## src/rtl/lcd_timing.sv

```systemverilog
// LCD dot/line timing generator.
// Produces the current line (LY), dot position, render mode, LY==LYC
// coincidence, line/frame start strobes, and the VBLANK and STAT interrupt
// request pulses. Interrupt pulses are one cycle wide. STAT requests are
// edge-detected on the OR of the enabled sources, so a source hand-over
// with no gap in between does not fire a second request.
module lcd_timing #(
  parameter int DOTS_PER_LINE = 456,
  parameter int OAM_DOTS      = 80,
  parameter int XFER_DOTS     = 172,
  parameter int VISIBLE_LINES = 144,
  parameter int TOTAL_LINES   = 154
) (
  input  logic       clk,
  input  logic       rst_n,
  input  logic       dot_en,
  input  logic       lcd_enable,
  input  logic [3:0] stat_ie,
  input  logic [7:0] lyc,
  output logic [7:0] ly,
  output logic [8:0] dot,
  output logic [1:0] mode,
  output logic       coincidence,
  output logic       line_start,
  output logic       frame_start,
  output logic       vblank_irq,
  output logic       stat_irq
);

  localparam logic [8:0] DOT_LAST  = 9'(DOTS_PER_LINE - 1);
  localparam logic [8:0] OAM_END   = 9'(OAM_DOTS);
  localparam logic [8:0] XFER_END  = 9'(OAM_DOTS + XFER_DOTS);
  localparam logic [7:0] LY_LAST   = 8'(TOTAL_LINES - 1);
  localparam logic [7:0] VIS_LAST  = 8'(VISIBLE_LINES - 1);
  localparam logic [7:0] VIS_LINES = 8'(VISIBLE_LINES);

  localparam logic [1:0] MODE_HBLANK = 2'd0;
  localparam logic [1:0] MODE_VBLANK = 2'd1;
  localparam logic [1:0] MODE_OAM    = 2'd2;
  localparam logic [1:0] MODE_XFER   = 2'd3;

  // Registered state; every output port is driven straight from one of these.
  logic [8:0] dot_r;
  logic [7:0] ly_r;
  logic [1:0] mode_r;
  logic       coin_r;
  logic       line_start_r;
  logic       frame_start_r;
  logic       vblank_irq_r;
  logic       stat_irq_r;
  logic       stat_line_r;
  logic       running_r;

  // Next-state values.
  logic [8:0] dot_nx_s;
  logic [7:0] ly_nx_s;
  logic [1:0] mode_nx_s;
  logic       running_nx_s;
  logic       coin_nx_s;
  logic       line_start_s;
  logic       frame_start_s;
  logic       vblank_s;
  logic       adv_s;
  logic       stat_line_s;

  // Dot/line counter advance, start-up after enable, and strobe generation.
  always_comb begin
    dot_nx_s      = dot_r;
    ly_nx_s       = ly_r;
    running_nx_s  = running_r;
    line_start_s  = 1'b0;
    frame_start_s = 1'b0;
    vblank_s      = 1'b0;
    adv_s         = 1'b0;
    if (!lcd_enable) begin
      dot_nx_s     = 9'd0;
      ly_nx_s      = 8'd0;
      running_nx_s = 1'b0;
    end else if (dot_en) begin
      adv_s = 1'b1;
      if (!running_r) begin
        // First advancing cycle after enable: the display starts at line 0, dot 0.
        dot_nx_s      = 9'd0;
        ly_nx_s       = 8'd0;
        running_nx_s  = 1'b1;
        line_start_s  = 1'b1;
        frame_start_s = 1'b1;
      end else if (dot_r == DOT_LAST) begin
        dot_nx_s     = 9'd0;
        line_start_s = 1'b1;
        if (ly_r == LY_LAST) begin
          ly_nx_s       = 8'd0;
          frame_start_s = 1'b1;
        end else begin
          ly_nx_s  = ly_r + 8'd1;
          vblank_s = (ly_r == VIS_LAST);
        end
      end else begin
        dot_nx_s = dot_r + 9'd1;
      end
    end else begin
      adv_s = 1'b0;
    end
  end

  // Render mode for the next counter position.
  always_comb begin
    mode_nx_s = MODE_HBLANK;
    if (!running_nx_s) begin
      mode_nx_s = MODE_HBLANK;
    end else if (ly_nx_s >= VIS_LINES) begin
      mode_nx_s = MODE_VBLANK;
    end else if (dot_nx_s < OAM_END) begin
      mode_nx_s = MODE_OAM;
    end else if (dot_nx_s < XFER_END) begin
      mode_nx_s = MODE_XFER;
    end else begin
      mode_nx_s = MODE_HBLANK;
    end
  end

  // Coincidence and the combined STAT interrupt line for the next state.
  always_comb begin
    coin_nx_s   = (ly_nx_s == lyc);
    stat_line_s = 1'b0;
    case (mode_nx_s)
      MODE_HBLANK: stat_line_s = stat_ie[0];
      MODE_VBLANK: stat_line_s = stat_ie[1];
      MODE_OAM:    stat_line_s = stat_ie[2];
      MODE_XFER:   stat_line_s = 1'b0;
      default:     stat_line_s = 1'b0;
    endcase
    stat_line_s = stat_line_s | (stat_ie[3] & coin_nx_s);
  end

  // State and output registers.
  always_ff @(posedge clk or negedge rst_n) begin
    if (!rst_n) begin
      dot_r         <= 9'd0;
      ly_r          <= 8'd0;
      mode_r        <= MODE_HBLANK;
      coin_r        <= 1'b0;
      line_start_r  <= 1'b0;
      frame_start_r <= 1'b0;
      vblank_irq_r  <= 1'b0;
      stat_irq_r    <= 1'b0;
      stat_line_r   <= 1'b0;
      running_r     <= 1'b0;
    end else begin
      dot_r         <= dot_nx_s;
      ly_r          <= ly_nx_s;
      mode_r        <= mode_nx_s;
      running_r     <= running_nx_s;
      coin_r        <= coin_nx_s;
      line_start_r  <= line_start_s;
      frame_start_r <= frame_start_s;
      vblank_irq_r  <= vblank_s;
      if (!lcd_enable) begin
        stat_line_r <= 1'b0;
        stat_irq_r  <= 1'b0;
      end else if (adv_s) begin
        stat_line_r <= stat_line_s;
        stat_irq_r  <= stat_line_s & ~stat_line_r;
      end else begin
        // Paused dot clock: keep the STAT history so no edge is lost or invented.
        stat_line_r <= stat_line_r;
        stat_irq_r  <= 1'b0;
      end
    end
  end

  assign ly          = ly_r;
  assign dot         = dot_r;
  assign mode        = mode_r;
  assign coincidence = coin_r;
  assign line_start  = line_start_r;
  assign frame_start = frame_start_r;
  assign vblank_irq  = vblank_irq_r;
  assign stat_irq    = stat_irq_r;

endmodule

```

## config.mk

```make
export PLATFORM = sky130hd
export DESIGN_NAME = lcd_timing
export DESIGN_NICKNAME = d
export VERILOG_FILES = /design/src/rtl/lcd_timing.sv
export SDC_FILE = /design/constraint.sdc
export NUM_CORES = 1
export LEC_CHECK = 0
export BUFFER_PORTS_ARGS = -buffer_cell sky130_fd_sc_hd__buf_2
export CAP_MARGIN = 25
export CORE_MARGIN = 2
export CORE_UTILIZATION = 47
export DETAILED_ROUTE_END_ITERATION = 12
export GPL_TIMING_DRIVEN = 1
export PLACE_DENSITY = 0.75
export SLEW_MARGIN = 20
export SYNTH_ARGS = -nofsm -noshare
export SYNTH_HDL_FRONTEND = slang
export SYNTH_SLANG_ARGS = --single-unit
```

## constraint.sdc

```tcl
create_clock -name clk -period 2.4 [get_ports clk]
set_input_delay 0.48 -clock clk [delete_from_list [all_inputs] [get_ports clk]]
set_output_delay 0.48 -clock clk [all_outputs]
set_load 0.05 [all_outputs]
```

==> results.yml <==
worst_setup_path:
  critPathTopFamily: "simple AND/OR/NAND/NOR gates"
  crit_start: "dot[3]"
  cp-endpoint: "stat_irq"
  crit_buf_inv: 0
  cp_max_fo: 6
  worstPathArrival_ns: 2.63
  r2r_end: "stat_irq"
  end_kind: "flip-flop"
  startpoint_type: "flip-flop"
  cp_slowest_cell: "or4b_4"
  slowest_delay_ns: 0.59
  critical_path_cell_count: 8
  required_ns: 2.65
  crit_chain: "or4b_4 -> nor2_8 -> nand4_1 -> a31oi_4 -> xnor2_1 -> nor3_2 -> nand4_1 -> a211oi_2"
  cp_common_cell: "nand4_1"
  reg2reg_from: "dot[3]"
  r2r_slack_ns: 0.02
  worstRegToRegCells: 8
  criticalPathCategory: "reg -> reg"
sta:
  slew_headroom_pct: 61.9
  tightest_slew_ns: 0.572
  setup_viol: 0
  fmax_ghz: 0.421
  setup_tns_ns: 0
  finalCriticalPeriod_ns: 2.38
  setup_slack_ns: 0.0227
  finClkSkew_ns: 0.00834
  finalHoldViolations: 0
  slew_viol_final: 0
  rsz0062_at_grt: "true"
  timing.final.crit_share_pct: 99.1
clock_network:
  numCtsBuffers: 3
  cts_buffer_depth: 2
  clkLatencyLatePin_ns: 0.32
  tritoncts: "yes"
  cts-root-buf: "clkbuf_4"
  htree_levels: 1
  cts_num_sinks: 26
  hold_buffers: 0
  cts.clk_slew.worst_paths_ns: 0.14
logic_synthesis:
  ys_ff_latch: 26
  syn_inst: 165
  synth_seq_area_share_pct: 40.6
  synth_cell_types: 49
  async_reset_ff_share_pct: 100
  synth_area_um2: 1600
  syn_area_per_cell_um2: 9.71
  synth_ff_type: "dfrtp_1"
  synth_edf_count: 0
  synth.net_count: 184
  synth_warnings: 0
worst_hold_path:
  worstHoldPathType: "in -> async"
placement:
  preCtsSetupSlack_ns: -0.0124
  place.gp.congestion: 0.877
  hpwl_um: 2920
  dp.cells: 260
  portBuffers: 39
die:
  initial_core_util_pct: 48.4
  std_cell_rows: 21
  fp.dieW_um: 62.4
  pin_count: 40
  core_um2: 3310
  die_area_um2: 3890
  fp.dieH_um: 62.4
global_route:
  antenna_found_initial: 0
  grt_pass1_wl_um: 6580
  grt_pass1_vias: 1416
  grt_overflow: 0
  grt_max_degree: 27
  grt_usage_pct: 20.6
final_layout:
  n_antenna_cell: 0
  drive_gt1_share_pct: 39.5
  final_util_pct: 61.8
  final_cell_mix: "buf_2 (39), dfrtp_1 (19), buf_4 (18)"
  layout_commonest_cell: "buf_2"
  area_growth_pct: 27.7
  fin_cells: 266
  fin_nets: 240
pwr:
  ir_worst_vdd_mv: 0.352
  p_switching_uw: 202
  p_leak_nw: 1.01
  clockPowerShare_pct: 28.4
  seq_power_share_pct: 57.5
  p_comb_share_pct: 14.0
  switching_share_pct: 25.9
  p_per_area_nw_per_um2: 381
  intPower_uw: 578
route:
  num_vias: 1437
  vias_per_cell: 5.40
  final_antenna_net_count: 0
  drc: 0
  dr.pass1.iters: 4
  wl_um: 3770
  post_drt_wl_per_cell_um: 14.2
  dr.first_iter.drc_count: 63
flow_run:
  maxCapViolCount: 0
run_status:
  status: "finished, final reports clean"
repair_timing:
item	4_1_cts	5_1_grt
pin swaps	1	5
resized for setup	2	6
setup endpoints to repair	2	3
buffers inserted	0	2
cell families after synthesis:
family / count (synthesis) / share of synthesized area, %
xor gates and xnor gates: 15 / 8.20
AOI/OAI and AO/OA: 36 / 17.3
adders and majority gates: 3 / 2.34
DFF: 26 / 40.6
and+or+nand+nor: 67 / 25.1
buffers and inverters: 17 / 5.86
muxes: 1 / 0.625
worst min-delay path by stage:
stage | startpoint | to | slack, ns | cells after the start
final | rst_n | dot[4] | 0.13 | 1
after global routing | rst_n | dot[3] | 0.17 | 1
after CTS | rst_n | dot[4] | 0.14 | 1
after detailed placement | stat_line_r | stat_irq | 0.44 | 1
after global placement | stat_line_r | stat_irq | 0.44 | 1
after floorplan | rst_n | coincidence | 0.18 | 0
power by group through the flow:
stage	Combinational (mW)	Clock, mW	Sequential (mW)
after floorplan	0.0473	0	0.474
after global placement	0.106	0	0.457
after detailed placement	0.106	0	0.457
after CTS	0.107	0.228	0.449
after global routing	0.119	0.246	0.450
final	0.109	0.222	0.449
cells in the mapped netlist, drive strengths merged, types with 4 or more instances:
cell   count  share of area (%)
o21a       4                1.9
buf        4                2.6
xnor2     12                6.6
nor4b      4                3.0
nand3     10                3.1
inv       11                2.6
a21oi      7                2.2
o21ai      7                2.4
a31oi      5                2.9
nand2     13                3.0
dfrtp     26                 41
nand4      8                3.1
nor2      13                4.1
routing by layer:
layer	global-route usage (%)	vias to the layer above	wire length (um)
li1	-	705	-
met1	26.7	679	1770
met2	36.7	47	1760
met3	4.32	6	207
met4	2.50	0	36
met5	0	-	0
final cells by class:
class | instances | area (um^2)
Timing Repair Buffer | 57 | 330
Fill cell | 284 | 1260
Tap cell | 46 | 57.6
Clock buffer | 4 | 36.3
Sequential cell | 26 | 659
Inverter | 11 | 41.3
Multi-Input combinational cell | 122 | 921
state kept, by name, indices dropped and copies added (netlist names):
name	flops
coincidence	1
dot	9
frame_start	1
line_start	1
ly	8
mode	2
running_r	1
stat_irq	1
stat_line_r	1
vblank_irq	1
per-stage QoR:
step,power (mW),hold WS [ns],cell area (um^2)
after floorplan,0.522,0.184,1630
after global placement,0.563,0.439,1940
after detailed placement,0.563,0.437,1940
after CTS,0.784,0.143,1990
after global routing,0.814,0.166,2050
final,0.780,0.127,2050
Power figures use the tool's default switching activity.
